[src/rtl/hbm_rd_arbiter.sv]
// Round-robin arbiter sharing one AXI4 read channel (AR + R) among NUM_REQ column requesters.
// One burst is in flight at a time; R beats are steered back to the granted column.
module hbm_rd_arbiter #(
    parameter int NUM_REQ = 2,
    parameter int ADDR_W  = 64,
    parameter int DATA_W  = 512,
    parameter int GID_W   = 1
) (
    input  logic                      ap_clk,
    input  logic                      areset,
    input  logic [NUM_REQ-1:0]        req_arvalid,
    input  logic [NUM_REQ*ADDR_W-1:0] req_araddr,
    input  logic [NUM_REQ*8-1:0]      req_arlen,
    output logic [NUM_REQ-1:0]        req_arready,
    output logic [NUM_REQ-1:0]        req_rvalid,
    output logic [DATA_W-1:0]         req_rdata,
    output logic                      req_rlast,
    input  logic [NUM_REQ-1:0]        req_rready,
    output logic                      m_axi_arvalid,
    output logic [ADDR_W-1:0]         m_axi_araddr,
    output logic [7:0]                m_axi_arlen,
    input  logic                      m_axi_arready,
    input  logic                      m_axi_rvalid,
    input  logic [DATA_W-1:0]         m_axi_rdata,
    input  logic                      m_axi_rlast,
    output logic                      m_axi_rready,
    output logic [GID_W-1:0]          grant_id,
    output logic                      busy,
    output logic                      err
);

    typedef enum logic [1:0] {
        ST_IDLE = 2'd0,
        ST_ADDR = 2'd1,
        ST_DATA = 2'd2
    } state_t;

    state_t              state_q, state_d;
    logic [GID_W-1:0]    last_grant_q, last_grant_d;
    logic [GID_W-1:0]    grant_q, grant_d;
    logic [ADDR_W-1:0]   addr_q, addr_d;
    logic [7:0]          len_q, len_d;
    logic [8:0]          cnt_q, cnt_d;
    logic                err_q, err_d;

    logic [GID_W-1:0]    cand_s [NUM_REQ];
    logic                pick_found_s;
    logic [GID_W-1:0]    pick_id_s;
    logic [NUM_REQ-1:0]  arready_s;
    logic [NUM_REQ-1:0]  rvalid_s;
    logic                rready_s;
    logic [DATA_W-1:0]   rdata_s;
    logic                rlast_s;

    // Round-robin pick: first valid column above last_grant, wrapping around
    always_comb begin
        pick_found_s = 1'b0;
        pick_id_s    = '0;
        for (int k = 0; k < NUM_REQ; k++) begin
            cand_s[k] = GID_W'((int'(last_grant_q) + k + 1) % NUM_REQ);
        end
        for (int k = 0; k < NUM_REQ; k++) begin
            if (!pick_found_s && req_arvalid[cand_s[k]]) begin
                pick_found_s = 1'b1;
                pick_id_s    = cand_s[k];
            end else begin
                pick_id_s    = pick_id_s;
            end
        end
    end

    // Next-state, request capture and zero-latency steering of the R channel
    always_comb begin
        state_d      = state_q;
        last_grant_d = last_grant_q;
        grant_d      = grant_q;
        addr_d       = addr_q;
        len_d        = len_q;
        cnt_d        = cnt_q;
        err_d        = err_q;
        arready_s    = '0;
        rvalid_s     = '0;
        rready_s     = 1'b0;
        rdata_s      = '0;
        rlast_s      = 1'b0;
        case (state_q)
            ST_IDLE: begin
                if (pick_found_s) begin
                    arready_s[pick_id_s] = 1'b1;
                    addr_d  = req_araddr[int'(pick_id_s)*ADDR_W +: ADDR_W];
                    len_d   = req_arlen[int'(pick_id_s)*8 +: 8];
                    grant_d = pick_id_s;
                    state_d = ST_ADDR;
                end else begin
                    state_d = ST_IDLE;
                end
            end
            ST_ADDR: begin
                if (m_axi_arready) begin
                    cnt_d   = 9'd0;
                    state_d = ST_DATA;
                end else begin
                    state_d = ST_ADDR;
                end
            end
            ST_DATA: begin
                rvalid_s[grant_q] = m_axi_rvalid;
                rready_s          = req_rready[grant_q];
                rdata_s           = m_axi_rdata;
                rlast_s           = m_axi_rlast;
                if (m_axi_rvalid && rready_s) begin
                    cnt_d = cnt_q + 9'd1;
                    // cnt_q is the index of this beat; beat arlen must be the one carrying rlast
                    if (m_axi_rlast) begin
                        err_d        = err_q | (cnt_q != {1'b0, len_q});
                        last_grant_d = grant_q;
                        state_d      = ST_IDLE;
                    end else begin
                        err_d        = err_q | (cnt_q == {1'b0, len_q});
                    end
                end else begin
                    cnt_d = cnt_q;
                end
            end
            default: begin
                state_d = ST_IDLE;
            end
        endcase
    end

    // State and datapath registers; areset abandons any burst in flight
    always_ff @(posedge ap_clk or posedge areset) begin
        if (areset) begin
            state_q      <= ST_IDLE;
            last_grant_q <= GID_W'(NUM_REQ - 1);
            grant_q      <= '0;
            addr_q       <= '0;
            len_q        <= 8'd0;
            cnt_q        <= 9'd0;
            err_q        <= 1'b0;
        end else begin
            state_q      <= state_d;
            last_grant_q <= last_grant_d;
            grant_q      <= grant_d;
            addr_q       <= addr_d;
            len_q        <= len_d;
            cnt_q        <= cnt_d;
            err_q        <= err_d;
        end
    end

    assign req_arready   = arready_s & {NUM_REQ{~areset}};
    assign req_rvalid    = rvalid_s;
    assign req_rdata     = rdata_s;
    assign req_rlast     = rlast_s;
    assign m_axi_rready  = rready_s;
    assign m_axi_arvalid = (state_q == ST_ADDR);
    assign m_axi_araddr  = addr_q;
    assign m_axi_arlen   = len_q;
    assign grant_id      = grant_q;
    assign busy          = (state_q != ST_IDLE);
    assign err           = err_q;

endmodule

[config.mk]
export PLATFORM = sky130hd
export DESIGN_NAME = hbm_rd_arbiter
export DESIGN_NICKNAME = d
export VERILOG_FILES = /design/src/rtl/hbm_rd_arbiter.sv
export SDC_FILE = /design/constraint.sdc
export NUM_CORES = 1
export LEC_CHECK = 0
export BUFFER_PORTS_ARGS = -buffer_cell sky130_fd_sc_hd__buf_2
export CORE_AREA = 2 2 483 485
export CTS_CLUSTER_SIZE = 30
export DETAILED_ROUTE_END_ITERATION = 7
export DIE_AREA = 0 0 485 487
export SYNTH_ARGS = -nofsm -noshare
export SYNTH_HDL_FRONTEND = slang
export SYNTH_SLANG_ARGS = --single-unit
[constraint.sdc]
create_clock -name ap_clk -period 3 [get_ports ap_clk]
set_clock_uncertainty 0.05 [all_clocks]
set_input_delay 0.45 -clock ap_clk [delete_from_list [all_inputs] [get_ports ap_clk]]
set_output_delay 0.45 -clock ap_clk [all_outputs]
set_load 0.02 [all_outputs]
==> flow_summary_export.csv, run 1 <==
group,metric,value,unit
run_status,status,"aborted with a tool error",
run_status,stop_stage,"global placement (3_3_place_gp)",
run_status,firstError,"[ERROR GPL-0305] RePlAce diverged during gradient descent calculation, resulting in an invalid step length (Inf or NaN). This is often caused by numerical instability ...",
floorplan,num_rows,177,
yosys,yosys_register_bits,86,
yosys,ys_seq_area_share,28.5,%
yosys,post-synth-top-area-cell,"and2_1",
yosys,synth_ff_type,"dfrtp_1",
placement,io_buffers,1258,
yosys,netlist_top_cells_area,"and2_1 (43%), dfrtp_1 (28%), mux2i_1 (6.1%), a22o_1 (3.4%), o21ai_0 (3.0%)",
yosys,synth_warnings,0,
floorplan,die_y,487,microns
floorplan,die_width,485,microns
yosys,synth_top_cell_area_share,42.8,%
yosys,syn-num-nets,1613,
yosys,synth_edf_count,0,
yosys,mappedNetlistArea,7560,sq um
yosys,syn_avg_cell_area,7.98,sq um
yosys,ys_async_sr_fraction,100,%
yosys,synth_cells,947,
yosys,ys_types,42,
floorplan,io_pins,1259,
floorplan,initial_utilization,3.27,%
==> cell usage after synthesis (2+ instances only) <==
cell type and number:
buf_1 2, o21ai_0 46, nand2_1 50, clkbuf_1 50, nand2b_1 4, nand3_1 4, a21o_1 29, xnor2_1 13
a22o_1 29, nor4b_2 2, nor4_2 2, buf_2 29, nand4_1 3, inv_1 4, dfrtp_1 85, nor2_1 8
and2_1 517, mux2i_1 46
==> cells by family after synthesis <==
kind of cell               synth area share, %
muxes                                     6.69
buffers and inverters                     4.80
DFF                                       28.5
AOI/OAI and AO/OA                         9.90
xor gates and xnor gates                  1.51
adders and majority gates                0.165
and+or+nand+nor                           48.5
==> run 2: changes to the inputs <==
--- a/config.mk
+++ b/config.mk
@@ -6,10 +6,10 @@
 export NUM_CORES = 1
 export LEC_CHECK = 0
 export BUFFER_PORTS_ARGS = -buffer_cell sky130_fd_sc_hd__buf_2
-export CORE_AREA = 2 2 483 485
-export CTS_CLUSTER_SIZE = 30
+export CORE_AREA = 2 2 490 492
 export DETAILED_ROUTE_END_ITERATION = 7
-export DIE_AREA = 0 0 485 487
+export DIE_AREA = 0 0 492 494
+export PLACE_DENSITY_LB_ADDON = 0.15
 export SYNTH_ARGS = -nofsm -noshare
 export SYNTH_HDL_FRONTEND = slang
 export SYNTH_SLANG_ARGS = --single-unit
==> constraint.sdc (replaced) <==
create_clock -name ap_clk -period 3.9 [get_ports ap_clk]
set_clock_uncertainty 0.05 [all_clocks]
set_input_delay 0.585 -clock ap_clk [delete_from_list [all_inputs] [get_ports ap_clk]]
set_output_delay 0.585 -clock ap_clk [all_outputs]
set_load 0.02 [all_outputs]
==> run 2 against run 1 <==
Compared with the run above:
- the run now ends clean
- synthesized cell count unchanged
- area after synthesis unchanged
==> flow_summary_export.csv, run 2 <==
group,metric,value,unit
yosys,ys_async_sr_fraction,100,%
cells_and_area,multiInputGateArea,5080,sq um
global_route,antenna_found_initial,226,
placement,io_buffers,1258,
yosys,netlist_top_cells_area,"and2_1 (43%), dfrtp_1 (28%), mux2i_1 (6.1%), a22o_1 (3.4%), o21ai_0 (3.0%)",
placement,gp_congestion,0.890,
yosys,synth_cells,947,
cts,postCtsHoldBufs,0,
cts,numCtsBuffers,9,
sta,setup_viol,0,
critical_path,cp_data_arrival_time,2.53,ns
drt,drc,0,
cts,post_cts_buffers,0,
worst_hold_path,hp-class,"in2async",
cells_and_area,nFillCells,28300,
run_status,status,"finished clean",
cts,cts-htree-levels,3,
power_and_ir_drop,p_int,3.99,mW
sta,max_freq,316,MHz
drt,drt-initial-drc-count,712,
drt,wl_met2,87.0,mm
drt,wl_met1,67.7,mm
global_route,grt_usage,13.8,%
yosys,ys_seq_area_share,28.5,%
yosys,post-synth-top-area-cell,"and2_1",
drt,dr_total_vias,13000,
global_route,grt_max_degree,199,
cells_and_area,drive_gt1_share,60.5,%
yosys,syn_avg_cell_area,7.98,sq um
floorplan,num_rows,179,
sta,min_period,3.16,ns
cts,cts_tree,"done",
yosys,synth_top_cell_area_share,42.8,%
floorplan,core,237000,sq um
power_and_ir_drop,pwr-share-seq,15.6,%
sta,tightest_slew,1.03,ns
sta,tns,0,ns
floorplan,io_pins,1259,
power_and_ir_drop,ir_worst_vdd,591,uV
floorplan,initial_utilization,3.18,%
power_and_ir_drop,p_sw_share,61.9,%
critical_path,crit_type,"reg2out",
drt,wl,175,mm
yosys,yosys-top-cells-count,"and2_1 (517), dfrtp_1 (85), clkbuf_1 (50), nand2_1 (50)",
cells_and_area,syn2layout_area_growth,138,%
sta,slew_viol_final,0,
power_and_ir_drop,power.switching,6.49,mW
cts,post_cts_resized,0,
yosys,synth_ff_type,"dfrtp_1",
placement,postPlaceCellArea,17600,sq um
yosys,yosys_register_bits,86,
critical_path,end_kind,"primary output",
cells_and_area,final_common_cell,"buf_2",
yosys,synth_edf_count,0,
yosys,ys_types,42,
yosys,mappedNetlistArea,7560,sq um
cts,clk_pin_slew_worst_paths,0.07,ns
floorplan,die_y,494,microns
global_route,grt_first_pass_wirelength,203,mm
critical_path,start_kind,"register",
sta,rsz0062_at_grt,"no",
flow_run,drv_cap,0,
sta,fin_crit_sh,81.1,%
sta,hold_viol,0,
floorplan,die_width,492,microns
cts,clock_sinks,86,
sta,worst_slack,0.736,ns
cts,clockRootBuffer,"clkbuf_16",
cells_and_area,mostFrequentLayoutCells,"buf_2 (1258), and2_1 (517), dfrtp_1 (85), nand2_1 (50)",
power_and_ir_drop,pwr-share-clk,8.6,%
drt,wl_met3,17.3,mm
cells_and_area,final_area,18000,sq um
placement,hpwl,163,mm
cts,cts_buffer_depth,2,
cells_and_area,nets,2811,
power_and_ir_drop,p_leak,9.40,nW
drt,vias_per_cell,2.43,
yosys,synth_warnings,0,
drt,dr.max_layer_used,"met5",
drt,firstDrtPassIters,5,
placement,preCtsSetupSlack,1.13,ns
critical_path,required,3.26,ns
yosys,synth.most_common_cell,"and2_1",
cts,insertion_delay,0.39,ns
drt,antenna_left,0,
floorplan,fp.dieArea,243000,sq um
power_and_ir_drop,power_density,583,nW/um^2
global_route,grt-ovfl-total,0,
global_route,first_global_vias,12700,
yosys,syn-num-nets,1613,
sta,relSlewSlack,31.1,%
critical_path,worstPathMaxFanout,198,
cells_and_area,utilization,7.58,%
cells_and_area,seqCellArea,2150,sq um
power_and_ir_drop,combPwrFrac,75.8,%
drt,wire_per_inst,32.7,microns
cells_and_area,largest_reg_flops,64,
==> run 2: critical path, cell delays in order (launching register included) <==
cell and delay, ns:
dfrtp_1 0.45, nor2b_4 0.31, buf_12 0.53, and2_1 0.43, buf_2 0.26
==> run 2: power by group through the flow <==
| stage | clock (mW) | combinational (mW) | sequential, mW |
|---|---|---|---|
| after floorplan | 0 | 3.46 | 2.01 |
| after global placement | 0 | 8.27 | 1.67 |
| after detailed placement | 0 | 8.23 | 1.66 |
| after CTS | 0.979 | 8.25 | 1.66 |
| after global routing | 1.00 | 8.53 | 1.70 |
| final | 0.906 | 7.94 | 1.63 |
==> run 2: stage by stage <==
stage          hold slack [ns]  std cells  power, mW
2_1_floorplan            0.457        947       5.46
3_3_place_gp             0.415       5301       9.94
3_5_place_dp             0.417       5301       9.88
4_1_cts                  0.201       5316       10.9
5_1_grt                  0.224       5327       11.2
6_report                 0.212       5345       10.5
==> run 2: worst paths after layout <==
path / cells past startpoint / startpoint / endpoint / slack [ns]
max: 4 / state_q[0] / req_rdata[337] / 0.74
min: 2 / areset / cnt_q[0] / 0.21
max reg2reg: 5 / state_q[0] / m_axi_araddr[63] / 1.67
min reg2reg: 2 / m_axi_araddr[34] / m_axi_araddr[34] / 0.43
max in group asynchronous: 3 / areset / m_axi_araddr[37] / 2.34
min in group ap_clk: 2 / req_araddr[12] / m_axi_araddr[12] / 0.33
==> run 2: cell families after synthesis <==
kind of cell	synth area share, %
AO/OA/AOI/OAI	9.90
XOR/XNOR	1.51
multiplexers	6.69
flip-flops	28.5
adder cells (fa/ha/maj)	0.165
buffers and inverters	4.80
AND/OR/NAND/NOR	48.5
==> run 2: final cells by class <==
type / count / share of cell area [%]
repair buffers: 1269 / 35.7
clock buffers: 9 / 1.25
flip-flops and latches: 86 / 12.0
inverters: 4 / 0.0974
well taps: 3167 / 22.0
clock inverters: 6 / 0.264
diodes: 29 / 0.403
multi-input cells: 775 / 28.3
==> run 2: layer usage <==
metal | track usage [%] | vias to the layer above
met5 | 0 | -
met1 | 15.8 | 6099
met3 | 5.32 | 336
met2 | 24.8 | 1049
met4 | 1.34 | 54
li1 | - | 5429
Note: power is estimated with default switching activity, not from simulation.
